**src/rtl/clint_pkg.sv**
```systemverilog
// Shared constants and decode type for the multi-hart core-local interruptor.
package clint_pkg;

  // Register group offsets inside the 64 KiB window
  localparam logic [15:0] MSIP_OFF     = 16'h0000;
  localparam logic [15:0] MTIMECMP_OFF = 16'h4000;
  localparam logic [15:0] MTIME_OFF    = 16'hBFF8;

  // Compare registers come up at all-ones so no timer interrupt fires out of reset
  localparam logic [63:0] MTIMECMP_RST = 64'hFFFF_FFFF_FFFF_FFFF;

  // Result of decoding one request address
  typedef enum logic [2:0] {
    DEC_MSIP,
    DEC_CMP_LO,
    DEC_CMP_HI,
    DEC_TIME_LO,
    DEC_TIME_HI,
    DEC_ERR
  } dec_e;

endpackage

```
**src/rtl/clint_mtime_counter.sv**
```systemverilog
// Prescaled 64-bit machine timer with independent 32-bit half write ports.
// A write to either half wins over a same-cycle tick and restarts the prescaler.
module clint_mtime_counter #(
  parameter int TICK_DIV = 1
) (
  input  logic        clk,
  input  logic        reset,
  input  logic        wr_lo,
  input  logic        wr_hi,
  input  logic [31:0] wdata,
  output logic [63:0] mtime,
  output logic        tick
);

  // Keep at least one prescaler bit so TICK_DIV==1 still elaborates cleanly
  localparam int              PW     = (TICK_DIV > 1) ? $clog2(TICK_DIV) : 1;
  localparam logic [PW-1:0]   PS_MAX = PW'(TICK_DIV - 1);

  logic [PW-1:0] prescaler_reg;
  logic [63:0]   mtime_reg;

  // With TICK_DIV==1 the prescaler is pinned at 0 == PS_MAX, so tick is constant 1
  assign tick  = (prescaler_reg == PS_MAX);
  assign mtime = mtime_reg;

  // Prescaler: wraps at TICK_DIV-1, restarts on any mtime write
  always_ff @(posedge clk or posedge reset) begin
    if (reset) begin
      prescaler_reg <= '0;
    end else if (wr_lo || wr_hi || tick) begin
      prescaler_reg <= '0;
    end else begin
      prescaler_reg <= prescaler_reg + PW'(1);
    end
  end

  // mtime: a half write replaces that half only; otherwise increment on tick
  always_ff @(posedge clk or posedge reset) begin
    if (reset) begin
      mtime_reg <= 64'd0;
    end else if (wr_lo) begin
      mtime_reg[31:0] <= wdata;
    end else if (wr_hi) begin
      mtime_reg[63:32] <= wdata;
    end else if (tick) begin
      mtime_reg <= mtime_reg + 64'd1;
    end
  end

endmodule

```
**src/rtl/clint_mh.sv**
```systemverilog
// Multi-hart core-local interruptor: shared mtime, per-hart msip and mtimecmp,
// valid/ready register port with a single response register and error reporting.
module clint_mh
  import clint_pkg::*;
#(
  parameter int          NUM_HARTS = 2,
  parameter logic [31:0] BASE_ADDR = 32'h0200_0000,
  parameter int          TICK_DIV  = 1
) (
  input  logic                 clk,
  input  logic                 reset,
  input  logic                 req_valid,
  output logic                 req_ready,
  input  logic                 req_we,
  input  logic [31:0]          req_addr,
  input  logic [31:0]          req_wdata,
  output logic                 rsp_valid,
  input  logic                 rsp_ready,
  output logic [31:0]          rsp_rdata,
  output logic                 rsp_err,
  output logic [NUM_HARTS-1:0] msw_irq,
  output logic [NUM_HARTS-1:0] mtimer_irq
);

  localparam int HW = (NUM_HARTS > 1) ? $clog2(NUM_HARTS) : 1;

  logic [15:0]          off;
  logic [15:0]          idx;
  logic [HW-1:0]        hart;
  dec_e                 dec;
  logic [NUM_HARTS-1:0] hart_hit;
  logic [NUM_HARTS-1:0] cmp_hit;

  logic                 accept;
  logic                 wr;
  logic                 wr_msip;
  logic                 wr_cmp_lo;
  logic                 wr_cmp_hi;
  logic                 wr_time_lo;
  logic                 wr_time_hi;

  logic [NUM_HARTS-1:0] msip_reg;
  logic [63:0]          mtimecmp_reg [NUM_HARTS];
  logic [NUM_HARTS-1:0] mtimer_irq_reg;
  logic                 rsp_valid_reg;
  logic [31:0]          rsp_rdata_reg;
  logic                 rsp_err_reg;
  logic [31:0]          rdata_next;

  logic [63:0]          mtime;
  logic                 tick;

  assign off = req_addr[15:0];

  // Address decode: window, alignment, register group and hart range
  always_comb begin
    dec = DEC_ERR;
    idx = 16'd0;
    if ((req_addr[31:16] == BASE_ADDR[31:16]) && (off[1:0] == 2'b00)) begin
      if (off < MTIMECMP_OFF) begin
        idx = (off - MSIP_OFF) >> 2;
        if (idx < 16'(NUM_HARTS)) dec = DEC_MSIP;
      end else if (off < MTIME_OFF) begin
        idx = (off - MTIMECMP_OFF) >> 3;
        if (idx < 16'(NUM_HARTS)) dec = off[2] ? DEC_CMP_HI : DEC_CMP_LO;
      end else if (off == MTIME_OFF) begin
        dec = DEC_TIME_LO;
      end else if (off == MTIME_OFF + 16'd4) begin
        dec = DEC_TIME_HI;
      end
    end
  end

  assign hart = idx[HW-1:0];

  // Per-hart select and compare; compare works purely on flop values
  for (genvar gi = 0; gi < NUM_HARTS; gi++) begin : g_hart
    assign hart_hit[gi] = (idx == 16'(gi));
    assign cmp_hit[gi]  = (mtime >= mtimecmp_reg[gi]);
  end

  assign req_ready  = ~rsp_valid_reg | rsp_ready;
  assign accept     = req_valid & req_ready;
  assign wr         = accept & req_we;
  assign wr_msip    = wr & (dec == DEC_MSIP);
  assign wr_cmp_lo  = wr & (dec == DEC_CMP_LO);
  assign wr_cmp_hi  = wr & (dec == DEC_CMP_HI);
  assign wr_time_lo = wr & (dec == DEC_TIME_LO);
  assign wr_time_hi = wr & (dec == DEC_TIME_HI);

  clint_mtime_counter #(
    .TICK_DIV (TICK_DIV)
  ) u_mtime (
    .clk   (clk),
    .reset (reset),
    .wr_lo (wr_time_lo),
    .wr_hi (wr_time_hi),
    .wdata (req_wdata),
    .mtime (mtime),
    .tick  (tick)
  );

  // Read mux over current register values (pre-tick, pre-write)
  always_comb begin
    rdata_next = 32'd0;
    case (dec)
      DEC_MSIP:    rdata_next = {31'd0, msip_reg[hart]};
      DEC_CMP_LO:  rdata_next = mtimecmp_reg[hart][31:0];
      DEC_CMP_HI:  rdata_next = mtimecmp_reg[hart][63:32];
      DEC_TIME_LO: rdata_next = mtime[31:0];
      DEC_TIME_HI: rdata_next = mtime[63:32];
      default:     rdata_next = 32'd0;
    endcase
  end

  // Software interrupt pending bits: only bit 0 of the write data is kept
  always_ff @(posedge clk or posedge reset) begin
    if (reset) begin
      msip_reg <= '0;
    end else begin
      for (int h = 0; h < NUM_HARTS; h++) begin
        if (wr_msip && hart_hit[h]) msip_reg[h] <= req_wdata[0];
      end
    end
  end

  // Timer compare registers, written one 32-bit half at a time
  always_ff @(posedge clk or posedge reset) begin
    if (reset) begin
      for (int h = 0; h < NUM_HARTS; h++) mtimecmp_reg[h] <= MTIMECMP_RST;
    end else begin
      for (int h = 0; h < NUM_HARTS; h++) begin
        if (wr_cmp_lo && hart_hit[h]) mtimecmp_reg[h][31:0]  <= req_wdata;
        if (wr_cmp_hi && hart_hit[h]) mtimecmp_reg[h][63:32] <= req_wdata;
      end
    end
  end

  // Registered, level-sensitive timer interrupts
  always_ff @(posedge clk or posedge reset) begin
    if (reset) mtimer_irq_reg <= '0;
    else       mtimer_irq_reg <= cmp_hit;
  end

  // Response register: load on accept, hold until consumed
  always_ff @(posedge clk or posedge reset) begin
    if (reset) begin
      rsp_valid_reg <= 1'b0;
      rsp_rdata_reg <= 32'd0;
      rsp_err_reg   <= 1'b0;
    end else if (accept) begin
      rsp_valid_reg <= 1'b1;
      rsp_rdata_reg <= req_we ? 32'd0 : rdata_next;
      rsp_err_reg   <= (dec == DEC_ERR);
    end else if (rsp_ready) begin
      rsp_valid_reg <= 1'b0;
      rsp_rdata_reg <= 32'd0;
      rsp_err_reg   <= 1'b0;
    end
  end

  assign rsp_valid  = rsp_valid_reg;
  assign rsp_rdata  = rsp_rdata_reg;
  assign rsp_err    = rsp_err_reg;
  assign msw_irq    = msip_reg;
  assign mtimer_irq = mtimer_irq_reg;

endmodule

```
**config.mk**
```make
export PLATFORM = sky130hd
export DESIGN_NAME = clint_mh
export DESIGN_NICKNAME = d
export VERILOG_FILES = /design/src/rtl/clint_pkg.sv /design/src/rtl/clint_mtime_counter.sv /design/src/rtl/clint_mh.sv
export SDC_FILE = /design/constraint.sdc
export NUM_CORES = 1
export LEC_CHECK = 0
export CORE_MARGIN = 5
export CORE_UTILIZATION = 54
export CTS_CLUSTER_DIAMETER = 50
export DETAILED_ROUTE_END_ITERATION = 7
export GPL_ROUTABILITY_DRIVEN = 0
export GPL_TIMING_DRIVEN = 0
export HOLD_SLACK_MARGIN = 0.06
export PLACE_DENSITY = 0.77
export SLEW_MARGIN = 0
export SYNTH_ARGS = -nofsm -noshare
export SYNTH_HDL_FRONTEND = slang
export SYNTH_SLANG_ARGS = --single-unit
```
**constraint.sdc**
```tcl
create_clock -name clk -period 8 [get_ports clk]
set_input_delay 1.6 -clock clk [delete_from_list [all_inputs] [get_ports clk]]
set_output_delay 1.6 -clock clk [all_outputs]
set_load 0.03 [all_outputs]
```
Word-level counts from Yosys, hierarchy flattened
Cells that the tools add are included.

Bitwise gates (word level): 12. Order comparisons: 8. Mux-type cells: 28. Reduce and logical (&&, ||, !) cells: 15. Eq/ne operators: 12. Add/subtract/negate cells: 3.

Operator list (count): 64-bit two-way mux (4); 32-bit two-way mux (6); 32-bit one-hot mux with 5 select lines (1); 64-bit >= comparator (2); 64-bit by 1-bit adder with 64-bit output, second input constant (1); 16-bit equality test, second input constant (2); 3-bit two-way mux (6); 16-bit by 1-bit equality test with 1-bit output, second input constant (1); 16-bit by 10-bit equality test with 1-bit output, second input constant (1); 16-bit logical NOT (1); 16-bit by 15-bit < comparator with 1-bit output, second input constant (1); 16-bit < comparator, second input constant (1); 16-bit two-way mux (1); 16-bit by 15-bit subtractor with 16-bit output, second input constant (1); 14-bit by 2-bit < comparator with 1-bit output, second input constant (1); 14-bit two-way mux (1); 13-bit by 2-bit < comparator with 1-bit output, second input constant (1); 13-bit two-way mux (1); 1-bit bitwise AND (7); 1-bit logical AND (7); 1-bit two-way mux (7); 3-bit by 2-bit equality test with 1-bit output, second input constant (2); 3-bit equality test, second input constant (2); 2-bit by 1-bit != test with 1-bit output, second input constant (3); 13 further kinds (17).

Output and inout port bits: 39. Bits in registers: 231. Input bits: 69.

Depth between registers and ports, before layout
Gate-level depths: netlist of run 1.

Word-level depth: 11. Depth in mapped cells: 10. Mapped depth without buffers: 9.

Cells and area by module
From an unflattened synthesis of run 1, not the netlist that was laid out.

Cell total of the unflattened synthesis: 1607. Area total of the unflattened synthesis: 15358.5 um^2.

By module, submodules not included: clint_mh (sequential area each 4314.1 um^2, area each 11046.8 um^2, times used 1, cells each 1087); clint_mtime_counter (sequential area each 1626.6 um^2, area each 4311.6 um^2, times used 1, cells each 520).

Least setup slack after synthesis of run 1
Ideal clock, no wire load.

Path type: input to register. Start point: input req_addr[14]. End point: register msip_reg[0], in the netlist msw_irq[0]. Required time: 7875 ps. Path buffers: 0. Stages: 7. Slack: 4202 ps. Arrival: 3673 ps. Cell sequence: nand2b_1 > nor4_4 > a32o_1 > nand2_1 > or4b_2 > nor2_1 > mux2_2.

Longest elaborated chain between the ends: 9. Elaborated cells between the ends (all ways): 21. Those cells by class: add/sub: 1; order compare: 4; eq/ne: 2; mux: 10; bitwise: 1; reduce/logical: 3.

RTL lines: start, declared (RTL line clint_mh.sv:15) `input logic [31:0] req_addr,`; 16-bit by 15-bit subtractor with 16-bit output / 16-bit equality test (equally long branches) (RTL line clint_mh.sv:64, clint_mh.sv:68); 13-bit by 2-bit < comparator with 1-bit output / 1-bit two-way mux (equally long branches) (RTL line clint_mh.sv:65, clint_mh.sv:68); 3-bit two-way mux (on tied branches) (RTL line clint_mh.sv:65, clint_mh.sv:66); 3-bit two-way mux (RTL line clint_mh.sv:63) `end else if (off < MTIME_OFF) begin`; 3-bit two-way mux (RTL line clint_mh.sv:60) `if (off < MTIMECMP_OFF) begin`; 3-bit two-way mux (RTL line clint_mh.sv:59) `if ((req_addr[31:16] == BASE_ADDR[31:16]) && (off[1:0] == 2'b00)) begin`; 3-bit logical NOT (RTL line clint_mh.sv:85) `assign wr_msip = wr & (dec == DEC_MSIP);`; 1-bit bitwise AND (RTL line clint_mh.sv:85); 1-bit logical AND (*) (RTL line clint_mh.sv:122) `if (wr_msip && hart_hit[h]) msip_reg[h] <= req_wdata[0];`; end signal, assigned by index (RTL line clint_mh.sv:122); end, declared (RTL line clint_mh.sv:42) `logic [NUM_HARTS-1:0] msip_reg;`.

Mark *: on every way between the ends. The rest lies on a longest branch, timed or not. A chain may end at the register's enable or synchronous reset.

Final worst setup path of run 1
Start point: input req_addr[29]. End point: register u_mtime.mtime_reg[63], in the netlist u_mtime.mtime[63].

Longest elaborated chain between the ends: 7. Elaborated cells between the ends (all ways): 11. Those cells by class: eq/ne: 4; mux: 2; bitwise: 3; reduce/logical: 2.

RTL lines: 16-bit by 10-bit equality test with 1-bit output (*) (RTL line clint_mh.sv:59); 1-bit logical AND (*) (RTL line clint_mh.sv:59); 3-bit two-way mux (*) (RTL line clint_mh.sv:59); 3-bit equality test / 3-bit by 2-bit equality test with 1-bit output (equally long branches) (RTL line clint_mh.sv:89, clint_mh.sv:88); 1-bit bitwise AND (on tied branches) (RTL line clint_mh.sv:89, clint_mh.sv:88); 2-bit by 1-bit != test with 1-bit output (no line) / 1-bit NOT (equally long branches); 2-bit AND reduction (no line); end signal, assigned (RTL line clint_mtime_counter.sv:44) `mtime_reg[63:32] <= wdata;`; end signal, assigned (RTL line clint_mtime_counter.sv:46) `mtime_reg <= mtime_reg + 64'd1;`; end, declared (RTL line clint_mtime_counter.sv:20) `logic [63:0] mtime_reg;`.

Marks and branches as above.

==> summary.md, run 1 <==
| Metric | Value |
|---|---|
| Initial antenna violation count | 0 |
| Max Cap Viol | 0 |
| Worst Hold Class | reg -> reg |
| Die area | about 31000 sq um |
| Critical path arrival | 5560 ps |
| Syn-to-layout area delta | 17.9% |
| Pre-CTS setup slack | around 2600 ps |
| Crit-path max FO | 10 |
| Clock power share | about half |
| Hold_sp | mtimecmp_reg[2]$_DFFE_PP1P_ |
| Final period util | between 60 and 70% |
| Post-synth ARST share | 100% |
| Via-per-instance ratio | approximately 6.5 |
| Post-Route WL | around 54 mm |
| Hold Buf Count CTS | 0 |
| Final setup viols | 0 |
| PwrDens | about 170 nW/um^2 |
| Slew HR | under 10% |
| Status | finished, violations left |
| Crit path time final | between 5000 and 6000 ps |
| Reg2reg path depth | 9 |
| Setup WS post-layout | just under 3000 ps |
| Max reg flops | approximately 130 |
| Seq pwr share | between 40% and 50% |
| Mean area per synthesized cell | 8.95 sq um |
| #FFs+latches synth | approximately 230 |
| Fmax achieved | ~200 MHz |
| Final nets | ~2000 |
| Ports | 108 |
| Die Span X | ~180 microns |
| Post-Synth Simple-Gate Area | 16.7% |
| Critical path class | in -> reg |
| Failing checks | DRC |
| RSZ-0062 raised after global routing | no |
| Die H | 177 microns |
| Worst Setup Start Kind | input pin |
| XOR/XNOR Fraction of Synth Area | under 10% |
| Post-synth EDFFs | 0 |
| Max Root-Sink Buffers | 3 |
| NetSw | 759 uW |
| CTS Buf Count | 30 |
| Cells after DPL | 2169 |
| Leading cell types in the layout, fill and taps excluded | nand2_1, o21ai_0, inv_1 |
| Hold Vio Cnt, Final | 0 |
| H-Tree Depth | 1 |
| CTS tree | built |
| Non-Filler Cell Area, Final | roughly 18000 sq um |
| RR Startpoint | rsp_valid$_DFFE_PP0P_ |
| Initial DRT Pass Iterations | 8 |
| Max IR drop VDD | about 240 uV |
| Gate Count Post-Synth | 1683 |
| Crit. Startpoint | req_addr[29] |
| DRC Markers | 15 |
| Cell Area, Synth | 15100 sq um |
| Post-synthesis sequential area ratio | between 30% and 40% |
| Proportion of layout cells with a drive suffix above 1 | between 10% and 20% |
| Main combinational cell family by area after synthesis | compound AO/OA/AOI/OAI gates |
| Routed Antenna Nets | 0 |
| Most common cell after layout, fill and taps aside | nand2_1 |
| WP data required | 8490 ps |
| Clk sink count | around 230 |
| 1st-iter DRT viols | roughly 2300 |
| Sw frac | roughly a quarter |
| Slew Limit Fails | 0 |
| Largest net degree at the start of global routing | between 100 and 150 |
| Fill count | ~2300 |
| Worst skew pair latency | around 580 ps |
| Clock-pin slew on the worst setup and hold paths | about 60 ps |
| Setup_tns | 0 ps |
| Logic pwr share | under 10% |
| Layout Cells excl Fill | approximately 2200 |
| Core area | between 20000 and 30000 sq um |
| Gr ovfl total | 0 |
| P_leak | around 7.0 nW |
| Tot GR Track Use | between 30% and 40% |
| Row count | 61 |
| DR vias | ~15000 |
| PostCTS Resize Cnt | 0 |
| Post-synthesis mux area share | 7.95% |
| Port Buf Inserts | 107 |
| CTS Root Buffer Type | clkbuf_16 |
| Post-synthesis compound-gate area fraction | 17.8% |
| Max Clock Skew | roughly 14 ps |
| First-pass GRT wire length | a little over 80 mm |
| Worst hold path depth | 2 |
| CP endpoint kind | register |
| Synth cell types | 65 |
| Warnings, synthesis | 0 |
| Worst-margin pin slew | between 1000 and 1500 ps |
| Vias in the first global route | between 10000 and 15000 |
| Adder-cell share of the synthesized area | 10.7% |
| Initial Utilization | 54.5% |
| Syn_nets | between 1500 and 2000 |
| Dpl cell area | 16600 sq um |
| Top FF cell, synth | dfstp_2 |
| Post-CTS setup buffer count | 0 |
| P_int | 2.23 mW |
| DPL Wire Length | roughly 40 mm |
| WL/cell | 24.4 microns |
per-stage QoR:
step,power (mW),hold WS [ps],utilization [%]
2_1_floorplan,1.36,489,-
3_3_place_gp,1.48,502,60.1
3_5_place_dp,1.49,510,60.2
4_1_cts,2.99,520,64.3
5_1_grt,3.07,535,64.3
6_report,2.99,518,64.3
synthesized netlist by cell type (all sizes together) (47+ instances only):
cell / count / share of area, %
nand3: 47 / 1.6
a21oi: 127 / 4.2
dfrtp: 103 / 17
clkbuf: 66 / 1.6
dfstp: 128 / 22
nor2: 63 / 1.6
inv: 136 / 3.4
ha: 129 / 11
nand4: 53 / 2.2
o21ai: 161 / 5.4
mux2: 101 / 7.6
nand2: 246 / 6.1
critical path: stages:
cell             delay (ps)
clkdlybuf4s50_1         410
nor4_1                  330
nand3_1                 240
a2111oi_0              1140
nand3_1                 620
clkbuf_1                420
clkbuf_1                360
a21oi_1                 240
nor2_1                   60
a21oi_1                 130
worst paths after layout:
check / endpoint / slack (ps)
max reg2reg: u_mtime.mtime[63]$_DFFE_PP0P_ / 4290
max: u_mtime.mtime[63]$_DFFE_PP0P_ / 2930
min in group asynchronous: rsp_rdata[16]$_DFFE_PP0P_ / 1560
min reg2reg: mtimecmp_reg[2]$_DFFE_PP1P_ / 520
max in group asynchronous: u_mtime.mtime[0]$_DFFE_PP0P_ / 5340
min: mtimecmp_reg[2]$_DFFE_PP1P_ / 520
metal layers:
metal | vias up | GRT usage [%] | wire length [microns]
li1 | 6336 | - | -
met1 | 6971 | 43.8 | 20500
met2 | 1041 | 51.6 | 23300
met3 | 233 | 11.1 | 6940
met4 | 2 | 18.7 | 3670
met5 | - | 0 | 28
logic make-up (layout without fill, tap and decap cells):
| family | Yosys count | after routing |
|---|---|---|
| muxes | 107 | 107 |
| buffers and inverters | 217 | 381 |
| AOI/OAI and AO/OA | 443 | 443 |
| adders and majority gates | 129 | 129 |
| and+or+nand+nor | 524 | 524 |
| DFF | 231 | 231 |
| other | 1 | 3 |
| xor gates and xnor gates | 31 | 31 |
power by group through the flow:
stage          Clock [mW]  Combinational, mW  Sequential, mW
6_report             1.51              0.241            1.24
5_1_grt              1.57              0.266            1.24
4_1_cts              1.52              0.238            1.23
3_5_place_dp            0              0.235            1.25
3_3_place_gp            0              0.228            1.25
2_1_floorplan           0              0.120            1.24
final cells by class:
cell class | instances | area [sq um] | area share, %
multi-input cells | 1235 | 8290 | 46.7
plain buffers | 81 | 322 | 1.81
clock buffers | 38 | 852 | 4.80
clock inverters | 18 | 264 | 1.49
flip-flops and latches | 231 | 5940 | 33.4
well taps | 378 | 473 | 2.66
repair buffers | 108 | 1100 | 6.19
diodes | 2 | 5.00 | 0.0282
inverters | 136 | 518 | 2.92
Power figures use the tool's default switching activity.
==> inputs of run 2 (changes only) <==
- clock period: 8 -> 4.6 ns (I/O delays scaled with it)
==> run 2 against run 1 <==
Effect of this change:
- the flow now finishes without violations
- sequential share of layout area barely moved
- total power up 67%
- routed wire length up 0.45%
- non-clock buffer count rose by 5
==> summary.md, run 2 (synthesized netlist as in run 1, its figures left out) <==
| Metric | Value |
|---|---|
| Fmax achieved | ~230 MHz |
| Hold Buf Count CTS | 0 (unchanged) |
| First-pass GRT wire length | 83.2 mm (+0.47%) |
| Initial Utilization | 54.5% (unchanged) |
| Most common cell after layout, fill and taps aside | nand2_1 |
| PostCTS Resize Cnt | 0 (unchanged) |
| Cell Chain, Critical Path | clkdlybuf4s50_1 > nor4_1 > nand3_1 > a2111oi_0 > nand3_1 > clkbuf_1 > clkbuf_1 > o22ai_1 > a2bb2oi_1 |
| Status | finished, final reports clean |
| Max Root-Sink Buffers | 3 (unchanged) |
| RR Startpoint | rsp_valid$_DFFE_PP0P_ |
| Power Total | 4.99 mW (+67%) |
| Clk sink count | 231 (unchanged) |
| Worst Hold Class | reg -> reg |
| Max Clock Skew | 27.4 ps (+13.8 ps) |
| Critical path arrival | 4670 ps (-890 ps) |
| DRC Markers | 0 (-15) |
| Core area | 27600 sq um (unchanged) |
| PwrDens | 281 nW/um^2 (+67%) |
| CTS Buf Count | 29 (-3.3%) |
| WL/cell | 24.5 microns (+0.31%) |
| Largest net degree at the start of global routing | 43 (-66%) |
| DPL Wire Length | 39.8 mm (+2.4%) |
| Tot GR Track Use | 34.4% (+0.10 points) |
| CTS tree | built |
| RSZ-0062 raised after global routing | no |
| Proportion of layout cells with a drive suffix above 1 | 16.5% (-0.027 points) |
| Vias in the first global route | 14500 (+2.8%) |
| Ports | 108 (unchanged) |
| Post-layout util | 64.2% (-0.086 points) |
| Slew Limit Fails | 0 (unchanged) |
| Final period util | between 90% and 100% |
| Routed Antenna Nets | 0 (unchanged) |
| Register area | 5940 sq um (unchanged) |
| Die area | 31300 sq um (unchanged) |
| Syn-to-layout area delta | 17.8% |
| Critical path class | in -> reg |
| Initial DRT Pass Iterations | 6 (-2) |
| WP buf/inv | 3 (unchanged) |
| Final nets | 2025 (+0.20%) |
| Reg-to-reg slack, setup | 1080 ps (-3210 ps) |
| Port Buf Inserts | 107 (unchanged) |
| Max Cap Viol | 0 (unchanged) |
| Post-Route WL | 54.7 mm (+0.45%) |
| 1st-iter DRT viols | 2245 (-0.36%) |
| CP peak stage delay | 1000 ps (-140 ps) |
| Hold Vio Cnt, Final | 0 (unchanged) |
| Slew HR | 22.5% (+13 points) |
| CTS Root Buffer Type | clkbuf_16 |
| WP data required | 5000 ps (-3490 ps) |
| CP max-delay cell | a2111oi_0 |
| Max IR drop VDD | 321 uV (+33%) |
| Worst-margin pin slew | 1150 ps (-165 ps) |
| DR vias | 14700 (+0.83%) |
| Die H | 177 microns (unchanged) |
| Clock-pin slew on the worst setup and hold paths | 60 ps (about the same) |
| Via-per-instance ratio | 6.59 (+0.69%) |
| WP depth | 9 (-1) |
| CP endpoint kind | register |
| CP delay by family, top | compound AO/OA/AOI/OAI gates |
| Crit path time final | between 4000 and 5000 ps |
| Max reg flops | 128 (unchanged) |
| P_leak | 7.00 nW (-0.23%) |
| Fill count | 2294 (-0.044%) |
| Crit-path max FO | 10 (unchanged) |
| Initial antenna violation count | 1 (+1) |
| Reg2reg path depth | 8 (-1) |
| Worst skew pair latency | 570 ps (about the same) |
| Post-CTS setup buffer count | 0 (unchanged) |
| Leading cell types in the layout, fill and taps excluded | nand2_1, o21ai_0, inv_1 |
| Hold_sp | rsp_rdata[11]$_DFFE_PP0P_ |
| Worst Setup Start Kind | input pin |
| Final setup viols | 0 (unchanged) |
| Multi-input gate area | 8290 sq um (unchanged) |
| Die Span X | 177 microns (unchanged) |
| Reg-to-reg endpoint | u_mtime.mtime[58]$_DFFE_PP0P_ |
| H-Tree Depth | 1 (unchanged) |
| Gr ovfl total | 0 (unchanged) |
| Crit. Startpoint | req_addr[21] |
| Row count | 61 (unchanged) |
| CP endpoint | u_mtime.mtime[58]$_DFFE_PP0P_ |
[run 2: cell types whose count changed in the layout (fill, tap and decap cells not counted), sizes merged]
cell / change
clkbuf: +4
bufinv: -3
buf: +5
clkinvlp: +1
clkinv: -4
[run 2: layout make-up]
cell class / instances / share of cell area (%)
inverters: 136 / 2.90
diodes: 2 / 0.0282
plain buffers: 81 / 1.81
clock buffers: 42 / 4.82
well taps: 378 / 2.67
flip-flops and latches: 231 / 33.5
repair buffers: 113 / 6.72
clock inverters: 12 / 0.839
multi-input cells: 1235 / 46.7
[run 2: layer usage]
layer / up-vias / routed length [microns] / track usage, %
met3: 251 / 7490 / 10.5
li1: 6348 / - / -
met4: 0 / 3500 / 18.4
met2: 1101 / 23500 / 51.5
met5: - / 0 / 0
met1: 7004 / 20200 / 44.8
[run 2: stage by stage]
step / cell area [sq um] / std cells / setup WS, ps / TNS (ps) / hold slack [ps]
after floorplan: 15100 / 1683 / 763 / 0 / 489
after global placement: 16600 / 2168 / -1110 / -112100 / 503
after detailed placement: 16700 / 2174 / -84.3 / -925 / 507
after CTS: 17700 / 2228 / 464 / 0 / 516
after global routing: 17700 / 2228 / 106 / 0 / 535
final: 17700 / 2230 / 335 / 0 / 522
[run 2: tightest hold or removal path, delay by kind of cell, from the launching register on]
family | cells | cell delay [ps]
flops | 1 | 340
compound gates | 2 | 140
[run 2: worst min path at each step]
stage / to / cells past startpoint
global route: mtimecmp_reg[16]$_DFFE_PP1P_ / 2
CTS: mtimecmp_reg[25]$_DFFE_PP1P_ / 2
finish: rsp_rdata[11]$_DFFE_PP0P_ / 2
floorplan: mtimecmp_reg[10]$_DFFE_PP1P_ / 2
global placement: mtimecmp_reg[19]$_DFFE_PP1P_ / 2
detailed placement: mtimecmp_reg[18]$_DFFE_PP1P_ / 2
[run 2: where the power goes]
group	switching (mW)	internal [mW]	leakage [nW]
Combinational	0.270	0.164	3.94
Sequential	0.0840	2.07	2.57
Clock	0.943	1.46	0.493
